**src/rtl/exec_pkg.sv**
```systemverilog
// Shared definitions for the execute stage: op codes, flag bit positions,
// FSM state encoding and a small flag-packing helper.
package exec_pkg;

  localparam logic [2:0] OP_ADD = 3'd0;
  localparam logic [2:0] OP_SUB = 3'd1;
  localparam logic [2:0] OP_AND = 3'd2;
  localparam logic [2:0] OP_OR  = 3'd3;
  localparam logic [2:0] OP_NOT = 3'd4;
  localparam logic [2:0] OP_SHL = 3'd5;
  localparam logic [2:0] OP_SHR = 3'd6;
  localparam logic [2:0] OP_MUL = 3'd7;

  localparam int FLAG_Z = 0;
  localparam int FLAG_N = 1;
  localparam int FLAG_C = 2;

  typedef enum logic [1:0] {
    IDLE = 2'd0,
    MUL  = 2'd1,
    DONE = 2'd2
  } state_e;

  // Assemble the {C, N, Z} register image from individual bits.
  function automatic logic [2:0] packFlags(input logic c, input logic n, input logic z);
    logic [2:0] f;
    f         = '0;
    f[FLAG_C] = c;
    f[FLAG_N] = n;
    f[FLAG_Z] = z;
    return f;
  endfunction

endpackage

```
**src/rtl/exec_if.sv**
```systemverilog
// ID/EX -> EX -> EX/MEM handshake bundle. The master side is the
// decode/memory environment; the slave side is the execute stage.
interface exec_if #(
  parameter int DATA_W = 16,
  parameter int TAG_W  = 3
);
  import exec_pkg::*;

  logic              in_valid;
  logic              in_ready;
  logic [2:0]        in_op;
  logic              in_alu_src;
  logic [DATA_W-1:0] in_a;
  logic [DATA_W-1:0] in_b;
  logic [DATA_W-1:0] in_imm;
  logic [TAG_W-1:0]  in_rd;
  logic              out_valid;
  logic              out_ready;
  logic [DATA_W-1:0] out_result;
  logic [TAG_W-1:0]  out_rd;
  logic [2:0]        flags;

  modport master (
    output in_valid, in_op, in_alu_src, in_a, in_b, in_imm, in_rd, out_ready,
    input  in_ready, out_valid, out_result, out_rd, flags
  );

  modport slave (
    input  in_valid, in_op, in_alu_src, in_a, in_b, in_imm, in_rd, out_ready,
    output in_ready, out_valid, out_result, out_rd, flags
  );

endinterface

```
**src/rtl/exec_mul_seq.sv**
```systemverilog
// Iterative shift-add multiplier: one partial product per cycle, DATA_W
// cycles per operation. 'last' is high during the cycle whose edge performs
// the final step; the full 2*DATA_W product then holds until the next start.
// Only instantiated when EXEC_MUL_EN is defined.
module exec_mul_seq #(
  parameter int DATA_W = 16
) (
  input  logic                  clk,
  input  logic                  rst,
  input  logic                  start,
  input  logic [DATA_W-1:0]     a,
  input  logic [DATA_W-1:0]     b,
  output logic                  last,
  output logic [2*DATA_W-1:0]   product
);
  localparam int CNT_W = $clog2(DATA_W);

  logic                busy;
  logic [CNT_W-1:0]    cnt;
  logic [2*DATA_W-1:0] mcand;
  logic [DATA_W-1:0]   mplier;

  assign last = busy && (cnt == CNT_W'(DATA_W - 1));

  // Latch operands on start, then accumulate one shifted multiplicand per cycle.
  always_ff @(posedge clk or posedge rst) begin
    if (rst) begin
      busy    <= 1'b0;
      cnt     <= '0;
      mcand   <= '0;
      mplier  <= '0;
      product <= '0;
    end else if (start) begin
      busy    <= 1'b1;
      cnt     <= '0;
      mcand   <= {{DATA_W{1'b0}}, a};
      mplier  <= b;
      product <= '0;
    end else if (busy) begin
      if (mplier[0]) product <= product + mcand;
      mcand  <= mcand << 1;
      mplier <= mplier >> 1;
      cnt    <= cnt + CNT_W'(1);
      if (last) busy <= 1'b0;
    end
  end

endmodule

```
**src/rtl/exec_stage.sv**
```systemverilog
// Execute stage: combinational ALU, registered EX/MEM result slot and the
// {C, N, Z} flag register. With EXEC_MUL_EN defined, op 7 runs on the
// iterative multiplier and holds off decode until the product is written;
// otherwise op 7 is a one-cycle NOP that forwards A and leaves flags alone.
module exec_stage
  import exec_pkg::*;
#(
  parameter int DATA_W  = 16,
  parameter int SHAMT_W = $clog2(DATA_W),
  parameter int TAG_W   = 3
) (
  input  logic   clk,
  input  logic   rst,
  exec_if.slave  bus
);

  logic [DATA_W-1:0]  opB;
  logic [SHAMT_W-1:0] shamt;
  logic [DATA_W-1:0]  aluRes;
  logic               aluC;
  logic               aluCWr;
  logic               aluFlagWr;

  logic               slotFree;
  logic               accept;
  logic               isMul;
  logic               wrAlu;
  logic               wrMul;
  logic [DATA_W-1:0]  mulRes;
  logic               mulC;
  logic [TAG_W-1:0]   mulRd;

  logic [DATA_W-1:0]  wrData;
  logic [TAG_W-1:0]   wrRd;
  logic [2:0]         flagsNxt;

  assign opB      = bus.in_alu_src ? bus.in_imm : bus.in_b;
  assign shamt    = opB[SHAMT_W-1:0];
  assign slotFree = !bus.out_valid || bus.out_ready;
  assign accept   = bus.in_valid && bus.in_ready;
  assign wrAlu    = accept && !isMul;

  // Single-cycle ALU; shifts widen by one bit so the last bit shifted out
  // falls into the carry position (and is 0 for a zero shift amount).
  always_comb begin
    aluRes    = '0;
    aluC      = 1'b0;
    aluCWr    = 1'b0;
    aluFlagWr = 1'b1;
    case (bus.in_op)
      OP_ADD: begin
        {aluC, aluRes} = {1'b0, bus.in_a} + {1'b0, opB};
        aluCWr = 1'b1;
      end
      OP_SUB: begin
        aluRes = bus.in_a - opB;
        aluC   = bus.in_a < opB;
        aluCWr = 1'b1;
      end
      OP_AND: aluRes = bus.in_a & opB;
      OP_OR:  aluRes = bus.in_a | opB;
      OP_NOT: aluRes = ~bus.in_a;
      OP_SHL: begin
        {aluC, aluRes} = {1'b0, bus.in_a} << shamt;
        aluCWr = 1'b1;
      end
      OP_SHR: begin
        {aluRes, aluC} = {bus.in_a, 1'b0} >> shamt;
        aluCWr = 1'b1;
      end
      default: begin
        // op 7 as NOP: forward A, no flag update
        aluRes    = bus.in_a;
        aluFlagWr = 1'b0;
      end
    endcase
  end

`ifdef EXEC_MUL_EN
  state_e              state;
  state_e              stateNxt;
  logic [2*DATA_W-1:0] product;
  logic                mulLast;

  assign isMul        = (bus.in_op == OP_MUL);
  assign bus.in_ready = (state == IDLE) && slotFree;
  assign wrMul        = (state == DONE) && slotFree;
  assign mulRes       = product[DATA_W-1:0];
  assign mulC         = |product[2*DATA_W-1:DATA_W];

  exec_mul_seq #(.DATA_W(DATA_W)) uMul (
    .clk     (clk),
    .rst     (rst),
    .start   (accept && isMul),
    .a       (bus.in_a),
    .b       (opB),
    .last    (mulLast),
    .product (product)
  );

  // FSM state register.
  always_ff @(posedge clk or posedge rst) begin
    if (rst) state <= IDLE;
    else     state <= stateNxt;
  end

  // Next state: IDLE -> MUL on a multiply, MUL -> DONE after the last step,
  // DONE -> IDLE once the product can be written into the slot.
  always_comb begin
    stateNxt = state;
    case (state)
      IDLE:    if (accept && isMul) stateNxt = MUL;
      MUL:     if (mulLast)         stateNxt = DONE;
      DONE:    if (slotFree)        stateNxt = IDLE;
      default:                      stateNxt = IDLE;
    endcase
  end

  // Destination tag travels with the multiply while it is in flight.
  always_ff @(posedge clk or posedge rst) begin
    if (rst)                    mulRd <= '0;
    else if (accept && isMul)   mulRd <= bus.in_rd;
  end
`else
  assign isMul        = 1'b0;
  assign bus.in_ready = slotFree;
  assign wrMul        = 1'b0;
  assign mulRes       = '0;
  assign mulC         = 1'b0;
  assign mulRd        = '0;
`endif

  // Select what gets written into the slot and what the flags become;
  // ALU and multiply writes never coincide (ALU writes only from IDLE).
  always_comb begin
    wrData   = aluRes;
    wrRd     = bus.in_rd;
    flagsNxt = bus.flags;
    if (wrMul) begin
      wrData   = mulRes;
      wrRd     = mulRd;
      flagsNxt = packFlags(mulC, mulRes[DATA_W-1], mulRes == '0);
    end else if (wrAlu && aluFlagWr) begin
      flagsNxt = packFlags(aluCWr ? aluC : bus.flags[FLAG_C],
                           aluRes[DATA_W-1], aluRes == '0);
    end
  end

  // EX/MEM slot: a write replaces the contents (even while being consumed),
  // a consume without a write empties it, otherwise it holds.
  always_ff @(posedge clk or posedge rst) begin
    if (rst) begin
      bus.out_valid  <= 1'b0;
      bus.out_result <= '0;
      bus.out_rd     <= '0;
    end else if (wrAlu || wrMul) begin
      bus.out_valid  <= 1'b1;
      bus.out_result <= wrData;
      bus.out_rd     <= wrRd;
    end else if (bus.out_ready) begin
      bus.out_valid  <= 1'b0;
    end
  end

  // Flag register; flagsNxt already equals the current value when nothing writes.
  always_ff @(posedge clk or posedge rst) begin
    if (rst) bus.flags <= '0;
    else     bus.flags <= flagsNxt;
  end

endmodule

```
**src/flat_wrapper.sv**
```systemverilog
// flat-port wrapper written by rule: the top's interface ports become plain ports
module exec_stage_flat import exec_pkg::*;
#(
  parameter int DATA_W  = 16,
  parameter int SHAMT_W = $clog2(DATA_W),
  parameter int TAG_W   = 3
)
  (clk, rst, bus_in_valid, bus_in_op, bus_in_alu_src, bus_in_a, bus_in_b, bus_in_imm, bus_in_rd, bus_out_ready, bus_in_ready, bus_out_valid, bus_out_result, bus_out_rd, bus_flags);
  exec_if #(.DATA_W(DATA_W), .TAG_W(TAG_W)) bus_i ();
  input  logic clk;
  input  logic rst;
  input wire logic [$bits(bus_i.in_valid)-1:0] bus_in_valid;
  input wire logic [$bits(bus_i.in_op)-1:0] bus_in_op;
  input wire logic [$bits(bus_i.in_alu_src)-1:0] bus_in_alu_src;
  input wire logic [$bits(bus_i.in_a)-1:0] bus_in_a;
  input wire logic [$bits(bus_i.in_b)-1:0] bus_in_b;
  input wire logic [$bits(bus_i.in_imm)-1:0] bus_in_imm;
  input wire logic [$bits(bus_i.in_rd)-1:0] bus_in_rd;
  input wire logic [$bits(bus_i.out_ready)-1:0] bus_out_ready;
  output wire logic [$bits(bus_i.in_ready)-1:0] bus_in_ready;
  output wire logic [$bits(bus_i.out_valid)-1:0] bus_out_valid;
  output wire logic [$bits(bus_i.out_result)-1:0] bus_out_result;
  output wire logic [$bits(bus_i.out_rd)-1:0] bus_out_rd;
  output wire logic [$bits(bus_i.flags)-1:0] bus_flags;
  assign bus_i.in_valid = bus_in_valid;
  assign bus_i.in_op = bus_in_op;
  assign bus_i.in_alu_src = bus_in_alu_src;
  assign bus_i.in_a = bus_in_a;
  assign bus_i.in_b = bus_in_b;
  assign bus_i.in_imm = bus_in_imm;
  assign bus_i.in_rd = bus_in_rd;
  assign bus_i.out_ready = bus_out_ready;
  assign bus_in_ready = bus_i.in_ready;
  assign bus_out_valid = bus_i.out_valid;
  assign bus_out_result = bus_i.out_result;
  assign bus_out_rd = bus_i.out_rd;
  assign bus_flags = bus_i.flags;
  exec_stage #(.DATA_W(DATA_W), .SHAMT_W(SHAMT_W), .TAG_W(TAG_W)) u_core (.clk(clk), .rst(rst), .bus(bus_i));
endmodule
```
**config.mk**
```make
export PLATFORM = sky130hd
export DESIGN_NAME = exec_stage_flat
export DESIGN_NICKNAME = d
export VERILOG_FILES = /design/src/rtl/exec_pkg.sv /design/src/rtl/exec_if.sv /design/src/rtl/exec_mul_seq.sv /design/src/rtl/exec_stage.sv /design/src/flat_wrapper.sv
export SDC_FILE = /design/constraint.sdc
export NUM_CORES = 1
export LEC_CHECK = 0
export ABC_AREA = 1
export CAP_MARGIN = 20
export CORE_AREA = 2 2 103 115
export CTS_CLUSTER_SIZE = 28
export DETAILED_ROUTE_END_ITERATION = 7
export DIE_AREA = 0 0 105 117
export PLACE_DENSITY = 0.85
export SETUP_SLACK_MARGIN = 0.02
export SYNTH_ARGS = -nofsm -noshare
export SYNTH_HDL_FRONTEND = slang
export SYNTH_SLANG_ARGS = --single-unit
```
**constraint.sdc**
```tcl
create_clock -name clk -period 1.2 [get_ports clk]
set_input_delay 0.3 -clock clk [delete_from_list [all_inputs] [get_ports clk]]
set_output_delay 0.3 -clock clk [all_outputs]
set_load 0.01 [all_outputs]
```
# Word-level counts from Yosys, hierarchy flattened
# Cells that the tools add are included.
# totals
reg_bits,23
latchBits,0
ramBits,0
rom_bits,0
in_bits,59
output_inout_bits,24
word_cells,36
memories,0
# classes
addsub,2
n_mul,0
n_div,0
n_lt_le_gt_ge,1
n_eq_ne,6
shift,2
n_mux,7
bitwise_logic,3
n_reduce_logical,10
# op_table
operator,n
16-bit one-hot mux with 7 select lines,1
16-bit by 16-bit adder with 17-bit output,1
16-bit by 4-bit << shifter with 17-bit output,1
17-bit by 4-bit >> shifter with 17-bit output,1
16-bit bitwise AND,1
16-bit zero test,1
16-bit less-than comparator,1
16-bit two-way mux,1
16-bit inverter,1
16-bit OR,1
16-bit subtractor,1
"3-bit equality test, second input constant",3
7-bit OR reduction,1
"3-bit by 2-bit equality test with 1-bit output, second input constant",2
1-bit two-way mux,4
1-bit one-hot mux with 4 select lines,1
4-bit OR reduction,1
"3-bit by 1-bit equality test with 1-bit output, second input constant",1
3-bit zero test,1
1-bit logical AND,2
2-bit AND reduction,1
2-bit nonzero test,1
1-bit zero test,1
1-bit logical OR,1

# Longest topological paths before layout
# Gate-level depths: netlist of run 1.
# depth
ltp_word,5
mapped_depth,24
depth_no_buf,22

# Worst setup path before layout of run 1
# No wires, ideal clock.
# synth_path
path_kind,input-to-reg
startpoint,input bus_in_alu_src
endpoint,register u_core.bus.flags[0]
setup_time_ps,65
arrival_ps,2568
required_ps,1135
path_slack_ps,-1433
stages,22
path_buffers,4
cell_sequence,buf_6 > o21ai_2 > buf_4 > buf_2 > ha_1 > buf_2 > nand2_1 > nand2_1 > inv_1 > nand2_1 > nand2_1 > nand3_1 > or2_2 > nand3_1 > nand2_1 > inv_1 > nand3_1 > nor2_1 > nand2_1 > nor2_1 > nand3_1 > nand2_1
# synth_between
elab_chain_cells,4
word_cells_on_any_way,9
classes_between,2 x add/sub; 2 x shift; 2 x mux; 2 x bitwise; 1 x reduce/logical
# synth_rtl
item,line,source
"start, declared",flat_wrapper.sv:14,input wire logic [$bits(bus_i.in_alu_src)-1:0] bus_in_alu_src;
16-bit two-way mux (*),exec_stage.sv:37,assign opB = bus.in_alu_src ? bus.in_imm : bus.in_b;
"16-bit subtractor, or another cell as far along",exec_stage.sv:56,aluRes = bus.in_a - opB;
16-bit one-hot mux with 7 select lines (*),exec_stage.sv:50,case (bus.in_op)
16-bit zero test (*),exec_stage.sv:145,"aluRes[DATA_W-1], aluRes == '0);"
"end signal, assigned",exec_stage.sv:168,else bus.flags <= flagsNxt;
"end, declared",exec_if.sv:30,"output in_ready, out_valid, out_result, out_rd, flags"
# Mark *: on every way between the ends. The rest lies on a longest branch, timed or not.
# A chain may end at the register's enable or synchronous reset.

# Final worst setup path of run 1
# layout_path
startpoint,input bus_in_a[8]
endpoint,register u_core.bus.flags[0]
# layout_between
elab_chain_cells,3
word_cells_on_any_way,9
classes_between,2 x add/sub; 2 x shift; 1 x mux; 3 x bitwise; 1 x reduce/logical
# layout_rtl
item,line,source
"start, declared",flat_wrapper.sv:15,input wire logic [$bits(bus_i.in_a)-1:0] bus_in_a;
"16-bit subtractor, or another cell as far along",exec_stage.sv:56,
16-bit one-hot mux with 7 select lines (*),exec_stage.sv:50,
16-bit zero test (*),exec_stage.sv:145,
# Marks and branches as above.

==> metrics.sh, run 1 <==
POST_ROUTE_DRC=2
DESIGN.CORE.AREA_UM2=11200
FILLER_CELL_COUNT=582
DOMINANTREGCELLSYNTH='dfrtp_1'
REQUIRED_TIME_REPORTED_FOR_THE_CRITICAL_PATH_ENDPOINT_PS=1400
CTS-ROOT-TO-SINK-BUFFERS=2
SYNTH_AREA_PER_CELL_UM2=5.52
CTS.CLK_SLEW.WORST_PATHS_PS=60
HOLDBUFCOUNTCTS=0
POST_SYNTH_INST_COUNT=1001
POSTSYNTHREGISTERBITS=23
GLOBAL_ROUTE.USAGE.TOTAL_PCT=47.0
FINAL.SETUP_SKEW_PS=2.89
TRITONCTS='built'
CLK-INSERTION-DELAY-LATE_PS=260
CLOCK_POWER_SHARE_PCT=9.8
CRIT_PATH_MAX_FANOUT=4
LEAKAGEPOWER_uW=0.00497
POWER.NET_SWITCHING_uW=3630
GRT_MAX_DEGREE=39
GR-TOTAL-OVERFLOW=0
ASYNC_FLOP_SHARE_PCT=100
TIMING_WORST_SETUP_PATH_TYPE='input pin to register'
FINAL_MIN_PERIOD_OVER_CLOCK_PERIOD_PCT=219
SYNTHDOMINANTCELLAREASHARE_PCT=20.0
POWER.SEQUENTIAL.FRACTION_PCT=13.5
INITIAL_DETAILED_ROUTING_VIOLATION_COUNT=1572
POSTLAYOUTCOREUTIL_PCT=88.2
SYNTH.LIB_CELLS_USED.DISTINCT=38
START_UTIL_PCT=49.4
ROUTED_LENGTH_PER_PLACED_INSTANCE_UM=23.0
FINALNETCOUNT=1430
SYNTHESIS.YOSYS.WARNINGS=0
DIE_WIDTH_UM=105
INITIAL_ANTENNA_VIOLATION_COUNT=0
CTS.SINKS=23
WORST-PATH-STAGES=19
RRSETUPSLACK_PS=-280
CHIPHEIGHT_UM=117
TIMING.CRITICAL_PATH.MAX_DELAY_FAMILY='simple AND/OR/NAND/NOR gates'
STATUS='finished, violations left'
CTSHTREEMAXLEVEL=1
WORST_EP_ARRIVAL_TIME_PS=2820
CRITICAL-PATH-SLOWEST-CELL='clkdlybuf4s50_1'
CRITICAL_PATH.MOST_COMMON_CELL='nand2_2'
DRT_PASS1_ITERATIONS=8
HPWL_REPORTED_AT_THE_END_OF_DETAILED_PLACEMENT_MM=20.8
SETUP_VIOL_COUNT_FINAL=20
PORT_BUFFERS=82
WORST-PATH-BUF-INV=5
CRITICAL_PATH.STARTPOINT_TYPE='input pin'
MULTIINPUTGATEAREA_UM2=5650
PLACED_AREA_UM2=8140
POSTROUTEWIRELENGTH_MM=33.5
ROUTED-VIA-COUNT=9487
DRT-VIAS-PER-INSTANCE=6.50
REPORT.FINAL.HOLD_VIOL_COUNT=0
NETLIST_TOP_CELLS_AREA='nand2_1 20%, nand3_1 18%, ha_1 14%'
FINAL-MAX-SLEW-VIOLATION-COUNT=0
SYNTH_EDF_COUNT=0
PWR-SHARE-COMB_PCT=76.6
PLACE.GP.CONGESTION=1.05
MIN_PATH_TYPE='input pin to async pin'
GRT_PASS1_VIAS=8666
FINALCRITICALPERIOD_PS=2620
SYNTH.CELLS.MOST_FREQUENT='295 x nand2_1, 198 x nand3_1, 113 x inv_1, 90 x nor2_1, 60 x ha_1'
WORST_SETUP_PATH_END_KIND='register'
AREA_DELTA_SYNTH_FINAL_PCT=78.5
POST_ROUTE_CELLS_DRIVE_ABOVE_1_SHARE_PCT=44.6
GRT_PASS1_WL_MM=45.2
GRT_SETUP_UNREPAIRED='true'
FMAXACHIEVABLE_GHz=0.381
CRITICAL-PATH-MAX-STAGE-DELAY_PS=420
MAX-VDD-IR-DROP_mV=0.793
SW_FRAC_OF_TOTAL_PCT=48.6
CORE.ROWCOUNT=41
CP_CELL_SEQUENCE='clkdlybuf4s50_1 -> buf_4 -> ha_4 -> inv_1 -> nor2_1 -> nand2_2 -> nand2_2 -> inv_1 -> nand2_2 -> nand2_1 -> nand3_1 -> nand2_2 -> inv_2 -> nand3_4 -> nor2_2 -> nand2_1 -> nor2_1 -> nand3_1 -> nand2_1'
POST_SYNTHESIS_INSTANCE_AREA_UM2=5530
FLOORPLAN.DIE_AREA_UM2=12300
PIN_SLEW_WITH_THE_LEAST_HEADROOM_TO_ITS_LIMIT_PS=628
WORSTREGTOREGCELLS=11
FAILED_CHECKS='design-rule violations, negative setup slack'
CELL_INTERNAL_PWR_uW=3840
SYN_NETS=1122
CTSROOTBUFFERMASTER='clkbuf_16'
SYNTH.YOSYS.SEQ_AREA_SHARE_PCT=10.4
TOTAL_CLOCK_BUFFERS_CREATED_BY_CTS=3
SEQUENTIAL_CELL_AREA_UM2=576
NUM_IO_PINS=83
MAX-CAP-VIOLATIONS=0
POWERDENSITY_nW_PER_UM2=757
POST-SYNTH-TOP-AREA-CELL='nand2_1'
FINALWORSTSETUPSLACK_PS=-1420
FIN_AREA_UM2=9870
FINAL_ANTENNA_NET_COUNT=0
SLEW-LIMIT-HEADROOM_PCT=57.7
SYNTHMOSTINSTANTIATEDCELL='nand2_1'
[stage by stage]
step | setup TNS, ps | power, uW | worst slack (ps) | cells | hold slack, ps
6_report | -21820 | 7470 | -1420 | 1459 | 376
2_1_floorplan | -17040 | 3140 | -1160 | 1001 | 302
4_1_cts | -18490 | 6630 | -1170 | 1447 | 374
3_5_place_dp | -38780 | 5170 | -2090 | 1405 | 473
5_1_grt | -23490 | 7740 | -1580 | 1458 | 388
3_3_place_gp | -36930 | 5080 | -2000 | 1405 | 461
[path summary, 6_finish.rpt]
check                                                 start                                    end
setup / recovery                                bus_in_a[8]        u_core.bus.flags[0]$_DFFE_PP0P_
hold / removal                                          rst   u_core.bus.out_result[4]$_DFFE_PP0P_
setup reg to reg           u_core.bus.out_valid$_DFFE_PP0P_        u_core.bus.flags[0]$_DFFE_PP0P_
hold reg to reg            u_core.bus.out_rd[1]$_DFFE_PP0P_       u_core.bus.out_rd[1]$_DFFE_PP0P_
max in group asynchronous                               rst  u_core.bus.out_result[14]$_DFFE_PP0P_
min in group clk           u_core.bus.out_rd[1]$_DFFE_PP0P_       u_core.bus.out_rd[1]$_DFFE_PP0P_
[cells in the final DEF (no fill, tap or decap), types with 5 or more instances in the layout]
cell type / Yosys / final
nand3b_1: 9 / 9
buf_6: 2 / 25
o21ai_4: 0 / 15
inv_1: 113 / 73
o21ai_0: 42 / 7
or2_4: 0 / 14
inv_2: 6 / 40
buf_12: 1 / 12
a21oi_2: 0 / 14
nand4_1: 17 / 17
a21oi_1: 42 / 24
o21ai_2: 3 / 11
nand3_1: 198 / 158
nand3_4: 0 / 7
o22ai_1: 6 / 6
nor2_4: 0 / 5
nand2_4: 3 / 12
clkdlybuf4s15_1: 0 / 5
dlygate4sd2_1: 0 / 32
ha_1: 60 / 27
nand2_1: 295 / 220
nor2_1: 90 / 71
buf_4: 5 / 214
dfrtp_1: 23 / 23
nor2_2: 1 / 15
clkbuf_2: 0 / 11
nand3_2: 2 / 35
nand2_2: 9 / 74
buf_2: 18 / 13
ha_4: 0 / 30
clkdlybuf4s50_1: 0 / 13
o21ai_1: 3 / 15
[worst register-to-register path: cells and delay by family (launching register included)]
kind / cells / cell delay (ps)
and+or+nand+nor: 10 / 950
DFF: 1 / 380
buffers and inverters: 1 / 90
[flip-flops by register name (all words and copies together) (netlist names)]
| register | cells |
|---|---|
| u_core.bus.out_valid | 1 |
| u_core.bus.out_rd | 3 |
| u_core.bus.out_result | 16 |
| u_core.bus.flags | 3 |
[area by class of cell]
class | instances | area share [%]
clock buffer | 4 | 0.799
antenna | 1 | 0.0254
multi-input combinational | 825 | 57.2
tap | 150 | 1.90
timing repair buffer | 336 | 29.3
sequential | 23 | 5.83
inverter | 120 | 4.92
[kinds of logic after synthesis]
family | count (synthesis) | synth area share (%)
simple gates | 654 | 52.8
buf+inv | 153 | 11.7
compound gates | 109 | 10.8
fa+ha+maj | 62 | 14.3
flops | 23 | 10.4
[power groups by stage]
stage	Combinational (uW)	Sequential, uW	Clock, uW
5_1_grt	5940	1020	785
3_5_place_dp	4160	1010	0
3_3_place_gp	4090	993	0
4_1_cts	4930	996	709
2_1_floorplan	2070	1070	0
6_report	5720	1010	735
[what timing repair did]
action                                  in CTS  in global routing
resized for setup                          388                121
gates cloned                                 2                  1
endpoints found under the setup margin      47                 42
pin swaps                                  125                 63
endpoints found under the hold margin        0                  0
setup buffers                               41                 13
[layer usage]
metal	wire, um	track usage (%)	up-vias
met5	0	0	-
met4	4330	38.2	0
met3	4130	9.75	417
met2	14400	80.5	984
met1	10700	51.0	4187
li1	-	-	3899
(Power assumes the default switching activity.)
==> inputs of run 2 (changes only) <==
--- a/config.mk
+++ b/config.mk
@@ -7,11 +7,11 @@
 export LEC_CHECK = 0
 export ABC_AREA = 1
 export CAP_MARGIN = 20
-export CORE_AREA = 2 2 103 115
+export CORE_AREA = 2 2 97 109
 export CTS_CLUSTER_SIZE = 28
 export DETAILED_ROUTE_END_ITERATION = 7
-export DIE_AREA = 0 0 105 117
-export PLACE_DENSITY = 0.85
+export DIE_AREA = 0 0 99 111
+export PLACE_DENSITY = 0.9
 export SETUP_SLACK_MARGIN = 0.02
 export SYNTH_ARGS = -nofsm -noshare
 export SYNTH_HDL_FRONTEND = slang
==> constraint.sdc (replaced) <==
create_clock -name clk -period 2.55 [get_ports clk]
set_input_delay 0.6375 -clock clk [delete_from_list [all_inputs] [get_ports clk]]
set_output_delay 0.6375 -clock clk [all_outputs]
set_load 0.01 [all_outputs]
==> run 2 against run 1 <==
The run now fails in 5_1_grt. Synthesized area did not move. Synthesized cell count did not move.
==> metrics.sh, run 2 <==
PLACED_AREA_UM2=7960  # was 8140 um2
PORT_BUFFERS=82  # unchanged
HPWL_REPORTED_AT_THE_END_OF_DETAILED_PLACEMENT_MM=19.5  # was 20.8 mm
SYNTH-COMPOUND-AREA-SHARE_PCT=10.8  # unchanged
NETLIST_TOP_CELLS_AREA='nand2_1 20%, nand3_1 18%, ha_1 14%'  # unchanged
CTSROOTBUFFERMASTER='clkbuf_16'  # unchanged
ASYNC_FLOP_SHARE_PCT=100  # unchanged
GRT_PASS1_VIAS=11200
SYNTH_AREA_PER_CELL_UM2=5.52  # unchanged
GRT_PASS1_WL_MM=64.0
FAILING_STEP='5_1_grt'
SYNTH.CELLS.MOST_FREQUENT='295 x nand2_1, 198 x nand3_1, 113 x inv_1, 90 x nor2_1, 60 x ha_1'  # unchanged
CTS.SINKS=23  # unchanged
SYNTH.LIB_CELLS_USED.DISTINCT=38  # unchanged
CTS-ROOT-TO-SINK-BUFFERS=2  # unchanged
GR-TOTAL-OVERFLOW=90
START_UTIL_PCT=55.2  # was 49.4%
SYNTH.YOSYS.SEQ_AREA_SHARE_PCT=10.4  # unchanged
SYN_NETS=1122  # unchanged
SYNTH_EDF_COUNT=0  # unchanged
POST_SYNTH_INST_COUNT=1001  # unchanged
SYNTHESIS.YOSYS.WARNINGS=0  # unchanged
CTSHTREEMAXLEVEL=1  # unchanged
DOMINANTREGCELLSYNTH='dfrtp_1'  # unchanged
TOTAL_CLOCK_BUFFERS_CREATED_BY_CTS=3  # unchanged
PLACE.GP.CONGESTION=1.10  # was 1.05
SYNTH-SIMPLE-AREA-SHARE_PCT=52.8  # unchanged
DIE_WIDTH_UM=99  # was 105 um
NUM_IO_PINS=83  # unchanged
MAIN_COMBINATIONAL_CELL_FAMILY_BY_AREA_AFTER_SYNTHESIS='simple AND/OR/NAND/NOR gates'  # unchanged
POSTSYNTHREGISTERBITS=23  # unchanged
FLOW.FIRST_ERROR='[ERROR GRT-0116] Global routing finished with congestion. Check the congestion regions in the DRC Viewer.'
GLOBAL_ROUTE.USAGE.TOTAL_PCT=74.3
POST-SYNTH-TOP-AREA-CELL='nand2_1'  # unchanged
SYNTHDOMINANTCELLAREASHARE_PCT=20.0  # unchanged
POST_SYNTHESIS_INSTANCE_AREA_UM2=5530  # unchanged
SYNTH-XOR-AREA-SHARE_PCT=0  # unchanged
HOLDBUFCOUNTCTS=0  # unchanged
CORE.ROWCOUNT=39  # was 41
GRT_MAX_DEGREE=39
CHIPHEIGHT_UM=111  # was 117 um
SYNTHMOSTINSTANTIATEDCELL='nand2_1'  # unchanged
SYNTHMUXAREASHARE_PCT=0  # unchanged
STATUS='stopped before the end'  # was finished, violations left
SYNTH_ADDER_AREA_SHARE_PCT=14.3  # unchanged
## run 2: cell counts after synthesis
Identical to the previous run, type by type.
## run 2: timing repair
action                     4_1_cts
pin swaps                       98
buffers inserted                37
resized for setup              237
setup endpoints to repair       19
## run 2: kinds of logic after synthesis
kind of cell,Yosys count
DFF,23
adders and majority gates,62
AOI/OAI and AO/OA,109
buffers and inverters,153
and+or+nand+nor,654
## run 2: per-stage QoR
step	hold slack, ps	worst slack, ps	std cells	setup TNS (ps)	utilization (%)
CTS	489	-245	1404	-1250	90.9
detailed placement	474	-1150	1365	-16480	79.5
global placement	466	-1040	1365	-14380	79.5
floorplan	512	-149	1001	-267	-
## run 2: routing by layer
layer | overflow | track usage [%]
met1 | 1 | 73.3
met2 | 52 | 92.3
met3 | 2 | 57.5
met4 | 35 | 76.1
met5 | 0 | 12.5
==> inputs of run 3 (changes only) <==
--- a/config.mk
+++ b/config.mk
@@ -7,12 +7,10 @@
 export LEC_CHECK = 0
 export ABC_AREA = 1
 export CAP_MARGIN = 20
-export CORE_AREA = 2 2 97 109
-export CTS_CLUSTER_SIZE = 28
+export CORE_AREA = 2 2 121 123
 export DETAILED_ROUTE_END_ITERATION = 7
-export DIE_AREA = 0 0 99 111
-export PLACE_DENSITY = 0.9
-export SETUP_SLACK_MARGIN = 0.02
+export DIE_AREA = 0 0 123 125
+export PLACE_DENSITY_LB_ADDON = 0.15
 export SYNTH_ARGS = -nofsm -noshare
 export SYNTH_HDL_FRONTEND = slang
 export SYNTH_SLANG_ARGS = --single-unit
==> run 3 against run 2 <==
The flow now finishes, with violations (negative setup slack).
==> metrics.sh, run 3 (synthesis results as in run 1) <==
REGISTERS_WITH_THE_MOST_FLIP_FLOPS='u_core.bus.out_result x16, u_core.bus.flags x3, u_core.bus.out_rd x3'
NUMPLACEDINSTANCES=1446  # was 1365
MET2ROUTEDLENGTH_MM=12.9
CTS-ROOT-TO-SINK-BUFFERS=2  # unchanged
GRT_PASS1_WL_MM=41.1
PORT_BUFFERS=82  # unchanged
FINAL.SETUP_SKEW_PS=4.54
FMAXACHIEVABLE_GHz=0.356
CHIPHEIGHT_UM=125  # was 111 um
INITIAL_ANTENNA_VIOLATION_COUNT=0
SLEW-LIMIT-HEADROOM_PCT=71.2
SETUP_TOTAL_NEGATIVE_SLACK_PS=-1470
MAX-VDD-IR-DROP_mV=0.259
ROUTED-VIA-COUNT=8303
LAYOUT.CELLS.MOST_COMMON='nand2_1'
DETAIL_ROUTE_MET3_WL_MM=2.09
REPORT.FINAL.HOLD_VIOL_COUNT=0
GLOBAL_ROUTE.USAGE.TOTAL_PCT=34.3
CRIT_PATH_MAX_FANOUT=8
CRITICAL_PATH.STARTPOINT_TYPE='input pin'
SEQUENTIAL_CELL_AREA_UM2=576
WORST_SETUP_PATH_END_KIND='register'
POST_ROUTE_CELLS_DRIVE_ABOVE_1_SHARE_PCT=42.3
PLACE_WORST_SETUP_SLACK_PS=-1190  # was -1150 ps
MIN_PATH_TYPE='register to register'
CTSROOTBUFFERMASTER='clkbuf_16'  # unchanged
WORST_EP_ARRIVAL_TIME_PS=3000
POST_ROUTE_DRC=0
ROUTED_LENGTH_PER_PLACED_INSTANCE_UM=18.8
LAYOUT.CELLS.NON_FILLER=1488
FINAL_ANTENNA_NET_COUNT=0
TIMING_WORST_SETUP_PATH_TYPE='input pin to register'
CLK-INSERTION-DELAY-LATE_PS=250
TRITONCTS='built'
HOLDBUFCOUNTCTS=0  # unchanged
HPWL_REPORTED_AT_THE_END_OF_DETAILED_PLACEMENT_MM=20.6  # was 19.5 mm
DIE_WIDTH_UM=123  # was 99 um
NUM_IO_PINS=83  # unchanged
FAILED_CHECKS='negative setup slack'
GRT_MAX_DEGREE=39
GR-TOTAL-OVERFLOW=0
POSTROUTEWIRELENGTH_MM=27.9
POWERDENSITY_nW_PER_UM2=335
INITIAL_DETAILED_ROUTING_VIOLATION_COUNT=989
CTS.SINKS=23  # unchanged
FINALWORSTSETUPSLACK_PS=-257
GRT_PASS1_VIAS=7715
HIGHEST-SIGNAL-LAYER='met4'
STATUS='finished, violations left'  # was stopped before the end
FINAL_MIN_PERIOD_OVER_CLOCK_PERIOD_PCT=110
M1WIRELENGTH_MM=11.5
MULTIINPUTGATEAREA_UM2=5630
DRT_PASS1_ITERATIONS=6
FINALNETCOUNT=1426
FILLER_CELL_COUNT=1171
SETUP_VIOL_COUNT_FINAL=11
LEAKAGEPOWER_uW=0.00485
CORE.ROWCOUNT=44  # was 39
REQUIRED_TIME_REPORTED_FOR_THE_CRITICAL_PATH_ENDPOINT_PS=2740
FLOORPLAN.DIE_AREA_UM2=15400
MAX_FLOP_REGISTER='u_core.bus.out_result'
CTSHTREEMAXLEVEL=1  # unchanged
PLACE.GP.CONGESTION=0.999  # was 1.10
COMMONEST_CELLS_AFTER_ROUTING_FILL_AND_TAPS_ASIDE='230 x nand2_1, 208 x buf_4, 164 x nand3_1'
START_UTIL_PCT=38.9  # was 55.2%
MAX-CAP-VIOLATIONS=0
DRT-VIAS-PER-INSTANCE=5.58
AREA_DELTA_SYNTH_FINAL_PCT=78.8
ANTENNA-DIODE-COUNT=0
TOTAL_CLOCK_BUFFERS_CREATED_BY_CTS=3  # unchanged
DESIGN.CORE.AREA_UM2=14200
PIN_SLEW_WITH_THE_LEAST_HEADROOM_TO_ITS_LIMIT_PS=428
GRT_SETUP_UNREPAIRED='true'
FINALCRITICALPERIOD_PS=2810
CTS.CLK_SLEW.WORST_PATHS_PS=60
FLIP_FLOP_COUNT_OF_THE_LARGEST_REGISTER_AFTER_LAYOUT=16
POSTLAYOUTCOREUTIL_PCT=69.6
FINAL-MAX-SLEW-VIOLATION-COUNT=0
## run 3: through the flow
stage / area [um2] / hold WS (ps) / total power (uW)
after floorplan: 5740 / 512 / 1460
after global placement: 8180 / 464 / 2410
after detailed placement: 8180 / 469 / 2420
after CTS: 9360 / 485 / 3070
after global routing: 9880 / 505 / 3510
final: 9880 / 475 / 3310
## run 3: metal layers
metal	vias to the layer above	track usage, %
li1	3899	-
met1	3895	45.1
met4	0	13.3
met5	-	0
met2	411	55.8
met3	98	5.52
## run 3: area by class of cell
cell class | count | area share (%)
repair buffers | 331 | 29.1
inverters | 120 | 4.90
clock inverters | 1 | 0.0506
flip-flops and latches | 23 | 5.82
repair inverters | 1 | 0.165
multi-input cells | 825 | 56.9
clock buffers | 3 | 0.760
well taps | 184 | 2.33
## run 3: where the power goes
| part | internal [uW] | total (uW) | leakage [uW] | switching [uW] |
|---|---|---|---|---|
| clock | 211 | 332 | 0.0000409 | 121 |
| sequential | 431 | 469 | 0.000289 | 38.4 |
| combinational | 1160 | 2510 | 0.00452 | 1350 |
## run 3: path summary, 6_finish.rpt
path	start	end	slack, ps	cells past startpoint
setup / recovery	bus_in_alu_src	u_core.bus.flags[0]$_DFFE_PP0P_	-260	22
hold / removal	u_core.bus.out_result[8]$_DFFE_PP0P_	u_core.bus.out_result[8]$_DFFE_PP0P_	480	2
setup reg to reg	u_core.bus.out_valid$_DFFE_PP0P_	u_core.bus.out_result[4]$_DFFE_PP0P_	880	6
hold reg to reg	u_core.bus.out_result[8]$_DFFE_PP0P_	u_core.bus.out_result[8]$_DFFE_PP0P_	480	2
max in group asynchronous	rst	u_core.bus.out_result[1]$_DFFE_PP0P_	1600	3
min in group asynchronous	rst	u_core.bus.out_result[13]$_DFFE_PP0P_	720	3
## run 3: repair_timing
item,4_1_cts,5_1_grt
pin swaps,123,73
setup endpoints to repair,19,16
endpoints found under the hold margin,0,0
gates cloned,1,0
gates resized for setup,274,141
setup buffers,26,18
## run 3: critical path, cell delays in order
cell and delay [ps]:
buf_12 110, inv_8 60, or2_4 260, o21ai_4 100, buf_6 130, ha_4 200, nand2_2 70, inv_2 50
nand3b_1 130, nand3_2 100, buf_6 140, nand2_4 60, nand3_1 100, nand2_1 120, nor2_2 60, nor2_2 120
nand3_2 120, nor2_2 120, nand2_1 60, nor2_1 110, nand3_1 80, nand2_1 60
==> inputs of run 4 (changes only) <==
--- a/config.mk
+++ b/config.mk
@@ -8,6 +8,7 @@
 export ABC_AREA = 1
 export CAP_MARGIN = 20
 export CORE_AREA = 2 2 121 123
+export CTS_CLUSTER_SIZE = 16
 export DETAILED_ROUTE_END_ITERATION = 7
 export DIE_AREA = 0 0 123 125
 export PLACE_DENSITY_LB_ADDON = 0.15
==> results of run 4 <==
The final DEF is identical to that of run 3; final timing and power are the same.
